===== config.mk =====
export PLATFORM = sky130hd
export DESIGN_NAME = locker_timer
export DESIGN_NICKNAME = d
export VERILOG_FILES = /design/src/rtl/locker_timer.sv
export SDC_FILE = /design/constraint.sdc
export NUM_CORES = 1
export LEC_CHECK = 0
export BUFFER_PORTS_ARGS = -buffer_cell sky130_fd_sc_hd__buf_2
export CORE_AREA = 2 2 39 41
export CTS_BUF_LIST = sky130_fd_sc_hd__clkbuf_2 sky130_fd_sc_hd__clkbuf_4 sky130_fd_sc_hd__clkbuf_8
export DETAILED_ROUTE_END_ITERATION = 8
export DIE_AREA = 0 0 41 43
export GPL_TIMING_DRIVEN = 0
export MAX_ROUTING_LAYER = met4
export PLACE_DENSITY_LB_ADDON = 0.3
export SYNTH_ARGS = -nofsm -noshare
export SYNTH_HDL_FRONTEND = slang
export SYNTH_SLANG_ARGS = --single-unit

===== constraint.sdc =====
create_clock -name clk -period 3.53 [get_ports clk]
set_input_delay 0.353 -clock clk [delete_from_list [all_inputs] [get_ports clk]]
set_output_delay 0.353 -clock clk [all_outputs]
set_load 0.01 [all_outputs]

===== src/rtl/locker_timer.sv =====
// -----------------------------------------------------------------------------
// locker_timer
//   Loadable down-counter shared by the OPEN and LOCKOUT phases. Loading N
//   gives N+1 cycles until done, because done is high while the count is zero.
//   clk, rst   clock, asynchronous active-high reset
//   load       load load_val on this edge (takes priority over counting)
//   load_val   value to load
//   done       count has reached zero
// -----------------------------------------------------------------------------
module locker_timer #(
    parameter int W = 5
) (
    input  logic         clk,
    input  logic         rst,
    input  logic         load,
    input  logic [W-1:0] load_val,
    output logic         done
);

    logic [W-1:0] cnt;

    // NOTE: sequential state uses non-blocking assignments so every register
    // samples pre-edge values, independent of block ordering.
    always_ff @(posedge clk or posedge rst) begin
        if (rst) begin
            cnt <= '0;
        end else if (load) begin
            cnt <= load_val;
        end else if (cnt != '0) begin
            cnt <= cnt - 1'b1;
        end
    end

    assign done = (cnt == '0);

endmodule


### Yosys cells after proc, flatten, opt, wreduce, memory -nomap -nowiden

Index checks and enable logic that the tools add are counted.

* add/sub/neg operators: 1
* reduce and logical (&&, ||, !) cells: 3
* mux-type cells: 2

Operators with widths (count)
* $mux W5: 2
* $logic_not A5 Y1: 1
* $reduce_bool A5 Y1: 1
* $sub A5 B1 Y5 const B: 1
* $reduce_bool A2 Y1: 1

* output and inout bits: 1
* register bits after elaboration: 5
* bits of input ports: 8

### Logic depth before layout (Yosys ltp)

Gate-level depths: netlist of run 1.

* word-level depth: 3
* gate-level depth with buffers: 5

### Worst setup path after synthesis of run 1

No wires, ideal clock.

* kind: register -> register
* start point: register cnt[0]
* end point: register cnt[1]
* stages on the path, launching flop included: 6
* arrival: 1.479 ns
* period minus slack after synthesis: 1.554 ns
* slack: 1.976 ns
* buffers on the path: 0
* cells stage by stage: dfrtp_1 -> inv_1 -> ha_1 -> nor4b_4 -> mux2_2 -> o21ai_2

* cells in the longest elaborated chain, start to end: 3

Ends and longest elaborated chain
* start, declared: line 20 `logic [W-1:0] cnt;`
* start signal, assigned: line 28 `cnt <= load_val;`
* start signal, assigned: line 30 `cnt <= cnt - 1'b1;`
* $sub A5 B1 Y5: line 30
* $mux W5: line 29 `end else if (cnt != '0) begin`
* $mux W5: line 27 `end else if (load) begin`

Several ways; a longest one is shown, not always the timed one. The select of a mux whose other input is x is not followed.
A chain may end at the register's enable or synchronous reset.

### Worst setup path in the final report of run 1

* start point: register cnt[0]
* end point: output port done

* cells in the longest elaborated chain, start to end: 1

Ends and longest elaborated chain
* $logic_not A5 Y1: line 34 `assign done = (cnt == '0);`
* end, declared: line 17 `output logic done`

No other way between the ends.

==> parameters.txt, run 1 <==
Parameter                              Value

Run status
  Status ... completed

Cells and area
  Synth-to-layout area growth ... 30.1%
  Area of the multi-input gates ... between 100 and 150 um2
  Regs by FF count ... cnt: 5 flops
  Util after Layout ... 0.266
  Largest Register ... cnt
  Share of cells above drive strength 1 ... 0.359
  Highest-count cells in the layout ignoring fill and taps ... 7 x buf_2, 5 x nand2_1, 5 x dfrtp_1, 4 x clkbuf_4
  Filler instances ... 152
  Net total in the final layout ... between 40 and 50
  Total inserted antenna cells ... 0
  Area taken by flip-flops and latches ... 125 um2
  Flip-flop count of the largest register after layout ... 5
  Leading cell type in the layout, fill and taps excluded ... buf_2

Drt
  Remaining antenna violation count ... 0
  Detailed-route wire length ... approximately 500 um
  DR vias/cell ... 4.05
  Vias after detailed routing ... 223
  Number of DRC violations after detailed routing ... 0
  Average routed wire per standard cell ... ~9.2 um
  Drt initial violations ... 5
  First-pass iteration count of the detailed router ... 3

STA
  Maximum clock skew at final layout ... roughly 0.29 ps
  Unrepaired setup endpoints after global routing ... no
  Final count of pins violating max slew ... 0
  Final hold vios ... 0
  Summed negative setup slack over all endpoints ... 0 ps
  Highest achievable clock rate ... ~540 MHz
  Crit share post-route ... 0.522
  Transition at the pin with the smallest max-transition slack ... between 400 and 500 ps
  Setup violators final ... 0
  Max_slew headroom ... 0.716
  Time the final worst path needs with I/O delays and setup ... approximately 1800 ps
  Final WS setup ... approximately 1700 ps

Worst setup path
  Crit path DAT ... ~1500 ps
  Timing startpoint of the critical path ... cnt[0]
  Worst Setup End Kind ... output pin
  CP Class ... flip-flop to output pin
  WP data required ... approximately 3200 ps
  Source of the worst register-to-register timing path ... cnt[0]
  Peak fanout along the critical path ... 5
  Sort of element at the start of the critical path ... flip-flop

Clock network
  Number of buffers created by CTS ... 3
  Quantity of gates resized following cts ... 0
  Maximum clock path buffer count ... 2
  Clock H-tree levels ... 1
  Insertion delay to the later sink of the worst-skew pair ... 240 ps
  Total setup buffers inserted after CTS ... 0
  Cts-stage hold buffer count ... 0
  Clock root buffer ... clkbuf_4
  TritonCTS Sinks ... 5
  Register clock-pin slew on the reported worst setup and hold paths ... about 40 ps
  TritonCTS clock tree ... done

Logic synthesis
  Gate count after technology mapping ... 28
  Count of unique library cells instantiated by Yosys ... 14
  Post-synthesis area per instance ... around 10 um2
  Post-synth top area cell ... dfrtp_1
  Yosys warning count ... 0
  Post-synth top area share ... 0.442
  Post-Syn Nets ... 37
  Netlist area before placement ... 283 um2
  Biggest area contributors in the synthesized netlist ... dfrtp_1 44%, xnor2_1 9.3%, nor4b_4 8.4%
  Sequential fraction of the synthesis area ... 0.442
  Register bit total from synthesis ... 5

Job
  Maxcap violations ... 0

Floorplanning
  Boundary pin count ... 9
  Standard cell core area ... approximately 0.0014 mm2
  Starting utilization of the core area ... 0.204
  Die area ... 0.00176 mm2
  Width of the die ... ~41 um
  Die span in y ... about 43 um
  Floorplan row count ... 14

Placement
  IO buf count ... 7
  HPWL reported at the end of detailed placement ... slightly below 400 um
  Final RePlAce weighted congestion ... slightly above 0.7
  Post-placement worst setup slack ... 1930 ps

Power
  Logic gate share of total power ... 0.243
  Share of total power consumed by net switching ... 0.281
  Switching power of the nets ... 0.0567 mW
  Share of power burned in the clock network ... 0.368
  Design internal power ... around 0.15 mW
  Peak supply drop ... approximately 0.14 mV
  Static Leakage ... between 0.15 and 0.2 nW
  Seq pwr share ... 0.389
  Pwr/cell area ... between 500 and 600 mW/mm2

Global routing
  Pin count of the biggest net entering global routing ... 11
  Initial antenna violation count ... 0
  Global-route wire length before repair ... around 920 um
  Via count of the first global-routing pass ... roughly 220
  Remaining global-route overflow ... 0
  GRT Overall Usage ... 0.0891

Worst hold path
  HP Class ... input port to asynchronous set/reset pin
Yosys cell counts (all sizes together):
master and instances:
clkbuf 1, dfrtp 5, ha 1, inv 3, mux2 1, nand2 5
nand2b 1, nor3 1, nor4b 1, o21ai 4, o31ai 2, xnor2 3
critical path, cell delays in order, from the launching register on:
cell     delay, ps
dfrtp_1        380
inv_1           90
ha_1           210
nor4b_4        360
buf_2          210
per-stage QoR:
stage	cells	total power [mW]	hold slack, ps	area, um2
finish	55	0.202	1.88	368
global route	55	0.222	6.41	368
CTS	55	0.206	0.450	368
detailed placement	51	0.130	261	338
global placement	51	0.130	262	338
floorplan	28	0.118	132	283
power by group through the flow:
stage,registers [mW],clock network (mW),logic [mW]
4_1_cts,0.0789,0.0772,0.0503
5_1_grt,0.0807,0.0840,0.0572
3_5_place_dp,0.0797,0,0.0500
3_3_place_gp,0.0795,0,0.0503
6_report,0.0786,0.0744,0.0491
2_1_floorplan,0.0778,0,0.0402
layer usage:
metal  track usage  share of wire
met2        0.0906           0.38
met4         0.100          0.038
met5             -              0
met1         0.118           0.50
met3        0.0314          0.079
final cells by class:
type / count / share of cell area
Buffer: 1 / 0.0102
Clock buffer: 4 / 0.0816
Inverter: 3 / 0.0306
Multi-Input combinational cell: 19 / 0.388
Sequential cell: 5 / 0.340
Tap cell: 16 / 0.0544
Timing Repair Buffer: 7 / 0.0952
path summary, 6_finish.rpt:
check                      endpoint  slack [ps]  cells past startpoint
max in group asynchronous    cnt[0]        3350                      2
min in group clk             cnt[0]         320                      3
max                            done        1690                      4
max reg2reg                  cnt[1]        1930                      5
min                          cnt[1]           2                      2
min reg2reg                  cnt[4]         590                      2
cells by family (layout without fill, tap and decap cells):
family	Yosys count	after routing	synth area share
muxes	1	1	0.0398
AOI/OAI and AO/OA	6	6	0.137
buffers and inverters	4	15	0.0531
DFF	5	5	0.442
xor gates and xnor gates	3	3	0.0929
and+or+nand+nor	8	8	0.190
adders and majority gates	1	1	0.0442
(Power assumes the default switching activity.)
==> run 2: changes to the inputs <==
- ABC_AREA: unset -> 1
- clock period: 3.53 -> 1.5 ns (I/O delays scaled with it)
==> parameters.txt, run 2 <==
Parameter                              Value

STA
  Transition at the pin with the smallest max-transition slack ... 204 ps (-223 ps)
  Maximum clock skew at final layout ... 0.837 ps (+0.543 ps)
  Summed negative setup slack over all endpoints ... 0 ps (unchanged)
  Setup violators final ... 0 (unchanged)
  Unrepaired setup endpoints after global routing ... no
  Final count of pins violating max slew ... 0 (unchanged)
  Final hold vios ... 0 (unchanged)
  Max_slew headroom ... 0.864 (+0.148)
  Time the final worst path needs with I/O delays and setup ... 1360 ps
  Crit share post-route ... 0.909
  Highest achievable clock rate ... approximately 730 MHz

Placement
  IO buf count ... 8 (+1)
  Final RePlAce weighted congestion ... 0.625 (-12%)
  HPWL reported at the end of detailed placement ... 453 um (+17%)

Logic synthesis
  Dominant synthesized flop cell ... dfrtp_1
  Biggest area contributors in the synthesized netlist ... dfrtp_1 43%, nand2_1 19%, inv_1 7.7%
  Top cell types by occurrence after synthesis ... 15 x nand2_1, 6 x inv_1, 5 x dfrtp_1
  Count of unique library cells instantiated by Yosys ... 13 (-1)
  Register bit total from synthesis ... 5 (unchanged)
  Gate count after technology mapping ... 40 (+43%)
  Sequential fraction of the synthesis area ... 0.426 (-0.0169)
  Post-synthesis area per instance ... 7.35 um2 (-27%)
  Yosys warning count ... 0 (unchanged)
  Post-Syn Nets ... 49 (+32%)
  Leading cell type by number of instances after synthesis ... nand2_1
  Post-synth top area cell ... dfrtp_1
  Count of flip-flops with a built-in enable after synthesis ... 0 (unchanged)
  Netlist area before placement ... 294 um2 (+4.0%)
  Post-synth top area share ... 0.426 (-0.0169)
  Post-synth ARST share ... 1.00 (unchanged)

Clock network
  Clock root buffer ... clkbuf_4
  Maximum clock path buffer count ... 2 (unchanged)
  Number of buffers created by CTS ... 3 (unchanged)
  TritonCTS Sinks ... 5 (unchanged)
  TritonCTS clock tree ... done
  Clock H-tree levels ... 1 (unchanged)
  Insertion delay to the later sink of the worst-skew pair ... 250 ps (about the same)
  Register clock-pin slew on the reported worst setup and hold paths ... 50 ps (about the same)

Global routing
  Remaining global-route overflow ... 0 (unchanged)
  Initial antenna violation count ... 0 (unchanged)
  Pin count of the biggest net entering global routing ... 9 (-2)
  GRT Overall Usage ... 0.105 (+0.0159)
  Global-route wire length before repair ... 1.10 mm (+19%)
  Via count of the first global-routing pass ... 296 (+33%)

Drt
  DR vias/cell ... 4.20 (+3.7%)
  Routed length on met1 ... 299 um (+19%)
  Vias after detailed routing ... 290 (+30%)
  Remaining antenna violation count ... 0 (unchanged)
  Detailed-route wire length ... 635 um (+26%)
  Wire length on met2 ... 284 um (+49%)
  Drt initial violations ... 5 (unchanged)
  Number of DRC violations after detailed routing ... 0 (unchanged)
  Average routed wire per standard cell ... 9.20 um (+0.43%)
  First-pass iteration count of the detailed router ... 3 (unchanged)
  Highest metal layer with signal wires ... met4
  Met3 WL post-DR ... 27 um (-33%)

Worst hold path
  Hold path startpoint ... load_val[3]
  HP Class ... input port to flip-flop

Cells and area
  Total inserted antenna cells ... 0 (unchanged)
  Highest-count cells in the layout ignoring fill and taps ... 15 x nand2_1, 8 x buf_2, 6 x inv_1, 5 x dfrtp_1, 4 x clkbuf_4
  Synth-to-layout area growth ... 38.3%
  Largest Register ... cnt
  Net total in the final layout ... 63 (+29%)
  Leading cell type in the layout, fill and taps excluded ... nand2_1
  Regs by FF count ... cnt: 5 flops
  Filler instances ... 157 (+3.3%)
  Flip-flop count of the largest register after layout ... 5 (unchanged)
  Share of cells above drive strength 1 ... 0.302 (-0.0571)

Floorplanning
  Floorplan row count ... 14 (unchanged)
  Die span in y ... 43 um (unchanged)
  Standard cell core area ... 0.00138 mm2 (unchanged)
  Starting utilization of the core area ... 0.212 (+0.00814)
  Boundary pin count ... 9 (unchanged)
  Width of the die ... 41 um (unchanged)
  Die area ... 0.00176 mm2 (unchanged)

Worst setup path
  Crit path DAT ... 1210 ps (-280 ps)
  Setup crit end ... done
  WP data required ... 1350 ps (-1830 ps)
  Capture point of the worst reg-to-reg path ... cnt[0]
  R2R depth ... 5 (unchanged)
  Minimum setup slack among reg-to-reg paths ... 380 ps (-1550 ps)
  CP Class ... flip-flop to output pin
  Peak fanout along the critical path ... 4 (-1)
  Source of the worst register-to-register timing path ... cnt[0]
  Sort of element at the start of the critical path ... flip-flop
  Worst Setup End Kind ... output pin
  Timing startpoint of the critical path ... cnt[0]

Power
  Static Leakage ... 0.227 nW (+34%)
  Total power ... 0.496 mW (+150%)
  Pwr/cell area ... 1220 mW/mm2 (+120%)
  Peak supply drop ... 0.308 mV (+120%)

Run status
  Status ... completed

Job
  Maxcap violations ... 0 (unchanged)
## run 2: worst min-delay path by stage
stage / end / cells past startpoint
finish: cnt[3] / 3
floorplan: cnt[0] / 1
global route: cnt[3] / 3
CTS: cnt[3] / 3
global placement: cnt[3] / 2
detailed placement: cnt[3] / 2
## run 2: worst max-delay path: stages (launching register included)
cell and delay (ps):
dfrtp_1 360, inv_1 150, ha_4 180, nand3_1 90, inv_1 60, buf_2 120
## run 2: cells by family (layout without fill, tap and decap cells)
group / count (synthesis) / in the layout / synth area share
and+or+nand+nor: 21 / 21 / 0.328
DFF: 5 / 5 / 0.426
adders and majority gates: 1 / 1 / 0.0425
AOI/OAI and AO/OA: 5 / 5 / 0.0851
xor gates and xnor gates: 1 / 1 / 0.0298
buffers and inverters: 7 / 20 / 0.0893
## run 2: report_power, final
part	total [mW]	internal, mW	switching, mW	leakage (nW)
clock network	0.187	0.119	0.0676	0.0184
registers	0.178	0.159	0.0184	0.0605
logic	0.131	0.0603	0.0710	0.148
total	0.496	0.339	0.157	0.227
## run 2: through the flow
step	worst slack, ps	util	hold slack [ps]	cells	cell area, um2
after floorplan	421	-	-71.5	40	294
after global routing	25.8	0.294	97.8	69	407
after global placement	317	0.256	62.6	64	354
after CTS	58.3	0.285	90.1	69	394
final	137	0.294	94.3	69	407
after detailed placement	328	0.256	63.4	64	354
## run 2: layer usage
layer	track usage	up-vias
li1	-	149
met5	-	-
met4	0.120	0
met1	0.106	129
met3	0.0471	3
met2	0.131	9
## run 2: repair_timing
| item | 4_1_cts | 5_1_grt |
|---|---|---|
| hold buffers | 1 | 0 |
| endpoints found under the setup margin | 0 | 1 |
| endpoints found under the hold margin | 5 | 0 |
| resized for setup | 0 | 2 |
| buffers inserted | 0 | 0 |
## run 2: cell type report
| class | instances | area [um2] | area share |
|---|---|---|---|
| clock buffer | 4 | 30.0 | 0.0738 |
| multi-input combinational | 28 | 155 | 0.382 |
| sequential | 5 | 125 | 0.308 |
| tap | 16 | 20.0 | 0.0492 |
| timing repair buffer | 9 | 50.0 | 0.123 |
| inverter | 7 | 26.3 | 0.0646 |
==> run 3: changes to the inputs <==
--- a/config.mk
+++ b/config.mk
@@ -15,4 +15,5 @@
 export MAX_ROUTING_LAYER = met4
 export PLACE_DENSITY_LB_ADDON = 0.3
+export SLEW_MARGIN = 20
 export SYNTH_ARGS = -nofsm -noshare
 export SYNTH_HDL_FRONTEND = slang
==> constraint.sdc (replaced) <==
create_clock -name clk -period 1.5 [get_ports clk]
set_input_delay 0.075 -clock clk [delete_from_list [all_inputs] [get_ports clk]]
set_output_delay 0.075 -clock clk [all_outputs]
set_load 0.01 [all_outputs]
==> parameters.txt, run 3 (synthesis results as in run 2) <==
Parameter                              Value

Worst setup path
  Minimum setup slack among reg-to-reg paths ... 320 ps (-60 ps)
  R2R depth ... 5 (unchanged)
  WP data required ... 1420 ps (+70 ps)
  Crit path DAT ... 1280 ps (+70 ps)
  Worst Setup End Kind ... output pin
  CP Class ... flip-flop to output pin
  Peak fanout along the critical path ... 4 (unchanged)
  Source of the worst register-to-register timing path ... cnt[0]
  Capture point of the worst reg-to-reg path ... cnt[0]
  Sort of element at the start of the critical path ... flip-flop

Floorplanning
  Die area ... 0.00176 mm2 (unchanged)
  Boundary pin count ... 9 (unchanged)
  Standard cell core area ... 0.00138 mm2 (unchanged)
  Width of the die ... 41 um (unchanged)
  Starting utilization of the core area ... 0.212 (unchanged)
  Die span in y ... 43 um (unchanged)
  Floorplan row count ... 14 (unchanged)

Clock network
  Clock H-tree levels ... 1 (unchanged)
  Quantity of gates resized following cts ... 0 (unchanged)
  Insertion delay to the later sink of the worst-skew pair ... 250 ps (about the same)
  TritonCTS clock tree ... done
  Number of buffers created by CTS ... 3 (unchanged)
  Maximum clock path buffer count ... 2 (unchanged)
  TritonCTS Sinks ... 5 (unchanged)
  Clock root buffer ... clkbuf_4
  Register clock-pin slew on the reported worst setup and hold paths ... 50 ps (about the same)

STA
  Crit share post-route ... 0.901 (-0.00757)
  Maximum clock skew at final layout ... 0.399 ps (-0.438 ps)
  Final count of pins violating max slew ... 0 (unchanged)
  Final hold vios ... 0 (unchanged)
  Highest achievable clock rate ... 740 MHz (+0.84%)
  Final WS setup ... 148 ps (+11.4 ps)
  Summed negative setup slack over all endpoints ... 0 ps (unchanged)
  Max_slew headroom ... 0.863 (-0.00104)
  Setup violators final ... 0 (unchanged)
  Unrepaired setup endpoints after global routing ... no
  Time the final worst path needs with I/O delays and setup ... 1350 ps (-11.4 ps)
  Transition at the pin with the smallest max-transition slack ... 205 ps (+1.56 ps)

Global routing
  GRT Overall Usage ... 0.105 (unchanged)
  Via count of the first global-routing pass ... 296 (unchanged)
  Pin count of the biggest net entering global routing ... 9 (unchanged)
  Remaining global-route overflow ... 0 (unchanged)
  Initial antenna violation count ... 0 (unchanged)
  Global-route wire length before repair ... 1.10 mm (unchanged)

Placement
  HPWL reported at the end of detailed placement ... 453 um (unchanged)
  IO buf count ... 8 (unchanged)
  Post-placement worst setup slack ... 328 ps (unchanged)
  Final RePlAce weighted congestion ... 0.625 (unchanged)

Cells and area
  Regs by FF count ... cnt: 5 flops
  Net total in the final layout ... 63 (unchanged)
  Highest-count cells in the layout ignoring fill and taps ... 15 x nand2_1, 8 x buf_2, 6 x inv_1, 5 x dfrtp_1, 4 x clkbuf_4
  Flip-flop count of the largest register after layout ... 5 (unchanged)
  Share of cells above drive strength 1 ... 0.283 (-0.0189)
  Area taken by flip-flops and latches ... 125 um2 (unchanged)
  Filler instances ... 158 (+0.64%)
  Largest Register ... cnt
  Total inserted antenna cells ... 0 (unchanged)
  Leading cell type in the layout, fill and taps excluded ... nand2_1
  Synth-to-layout area growth ... 34.0%
  Area of the multi-input gates ... 143 um2 (-8.1%)

Drt
  Drt initial violations ... 3 (-2)
  Remaining antenna violation count ... 0 (unchanged)
  Number of DRC violations after detailed routing ... 0 (unchanged)
  Detailed-route wire length ... 622 um (-2.0%)
  Vias after detailed routing ... 284 (-2.1%)
  Average routed wire per standard cell ... 9.01 um (-2.0%)
  First-pass iteration count of the detailed router ... 4 (+1)
  DR vias/cell ... 4.12 (-2.1%)

Worst hold path
  Depth of the worst hold-timing path ... 3 (unchanged)
  HP Class ... input port to flip-flop
  Hold path startpoint ... load_val[3]
  Hold EP ... cnt[3]

Power
  Peak supply drop ... 0.286 mV (-7.2%)
  Pwr/cell area ... 1220 mW/mm2 (about the same)
  Static Leakage ... 0.227 nW (-0.12%)
  Total power ... 0.481 mW (-3.1%)

Job
  Maxcap violations ... 0 (unchanged)

Run status
  Status ... completed
==> run 3: cell types whose count changed in the layout (fill, tap and decap cells not counted) <==
cell,before,now
ha_1,0,1
ha_4,1,0
==> run 3: cell type report <==
type	instances	share of cell area
Tap cell	16	0.0508
Sequential cell	5	0.317
Multi-Input combinational cell	28	0.362
Inverter	7	0.0667
Clock buffer	4	0.0762
Timing Repair Buffer	9	0.127
==> run 3: worst max-delay path, stage by stage (launching register included) <==
cell,delay [ps]
dfrtp_1,360
inv_1,110
ha_1,260
nand3_1,120
inv_1,60
buf_2,120
==> run 3: routing by layer <==
layer	wire (um)	vias to the layer above	track usage
met1	294	124	0.106
met3	34	2	0.0471
met2	280	8	0.131
met5	0	-	-
met4	12	0	0.120
li1	-	150	-
==> run 3: worst max path at each step <==
stage               depth (start not counted)  slack, ps  endpoint   start
floorplan                                   7        420    cnt[3]  cnt[0]
global placement                            7        320    cnt[3]  cnt[0]
detailed placement                          7        330    cnt[3]  cnt[0]
CTS                                         5        130      done  cnt[0]
global route                                5         30      done  cnt[0]
finish                                      5        150      done  cnt[0]
==> run 3: where the power goes <==
part / total (mW) / switching (mW) / internal [mW] / leakage (nW)
Combinational: 0.118 / 0.0662 / 0.0523 / 0.148
Clock: 0.185 / 0.0653 / 0.119 / 0.0184
Sequential: 0.178 / 0.0185 / 0.159 / 0.0605
==> run 3: stage by stage <==
step                utilization  instance area [um2]  cells  hold slack, ps
finish                    0.285                  394     69            23.5
global route              0.285                  394     69            22.8
CTS                       0.285                  394     69            15.1
detailed placement        0.256                  354     64           -11.6
global placement          0.256                  354     64           -12.4
floorplan                     -                  294     40            -146
==> run 3: what timing repair did <==
action,in CTS,in global routing
buffers inserted,0,0
hold buffers,1,0
hold endpoints to repair,5,0
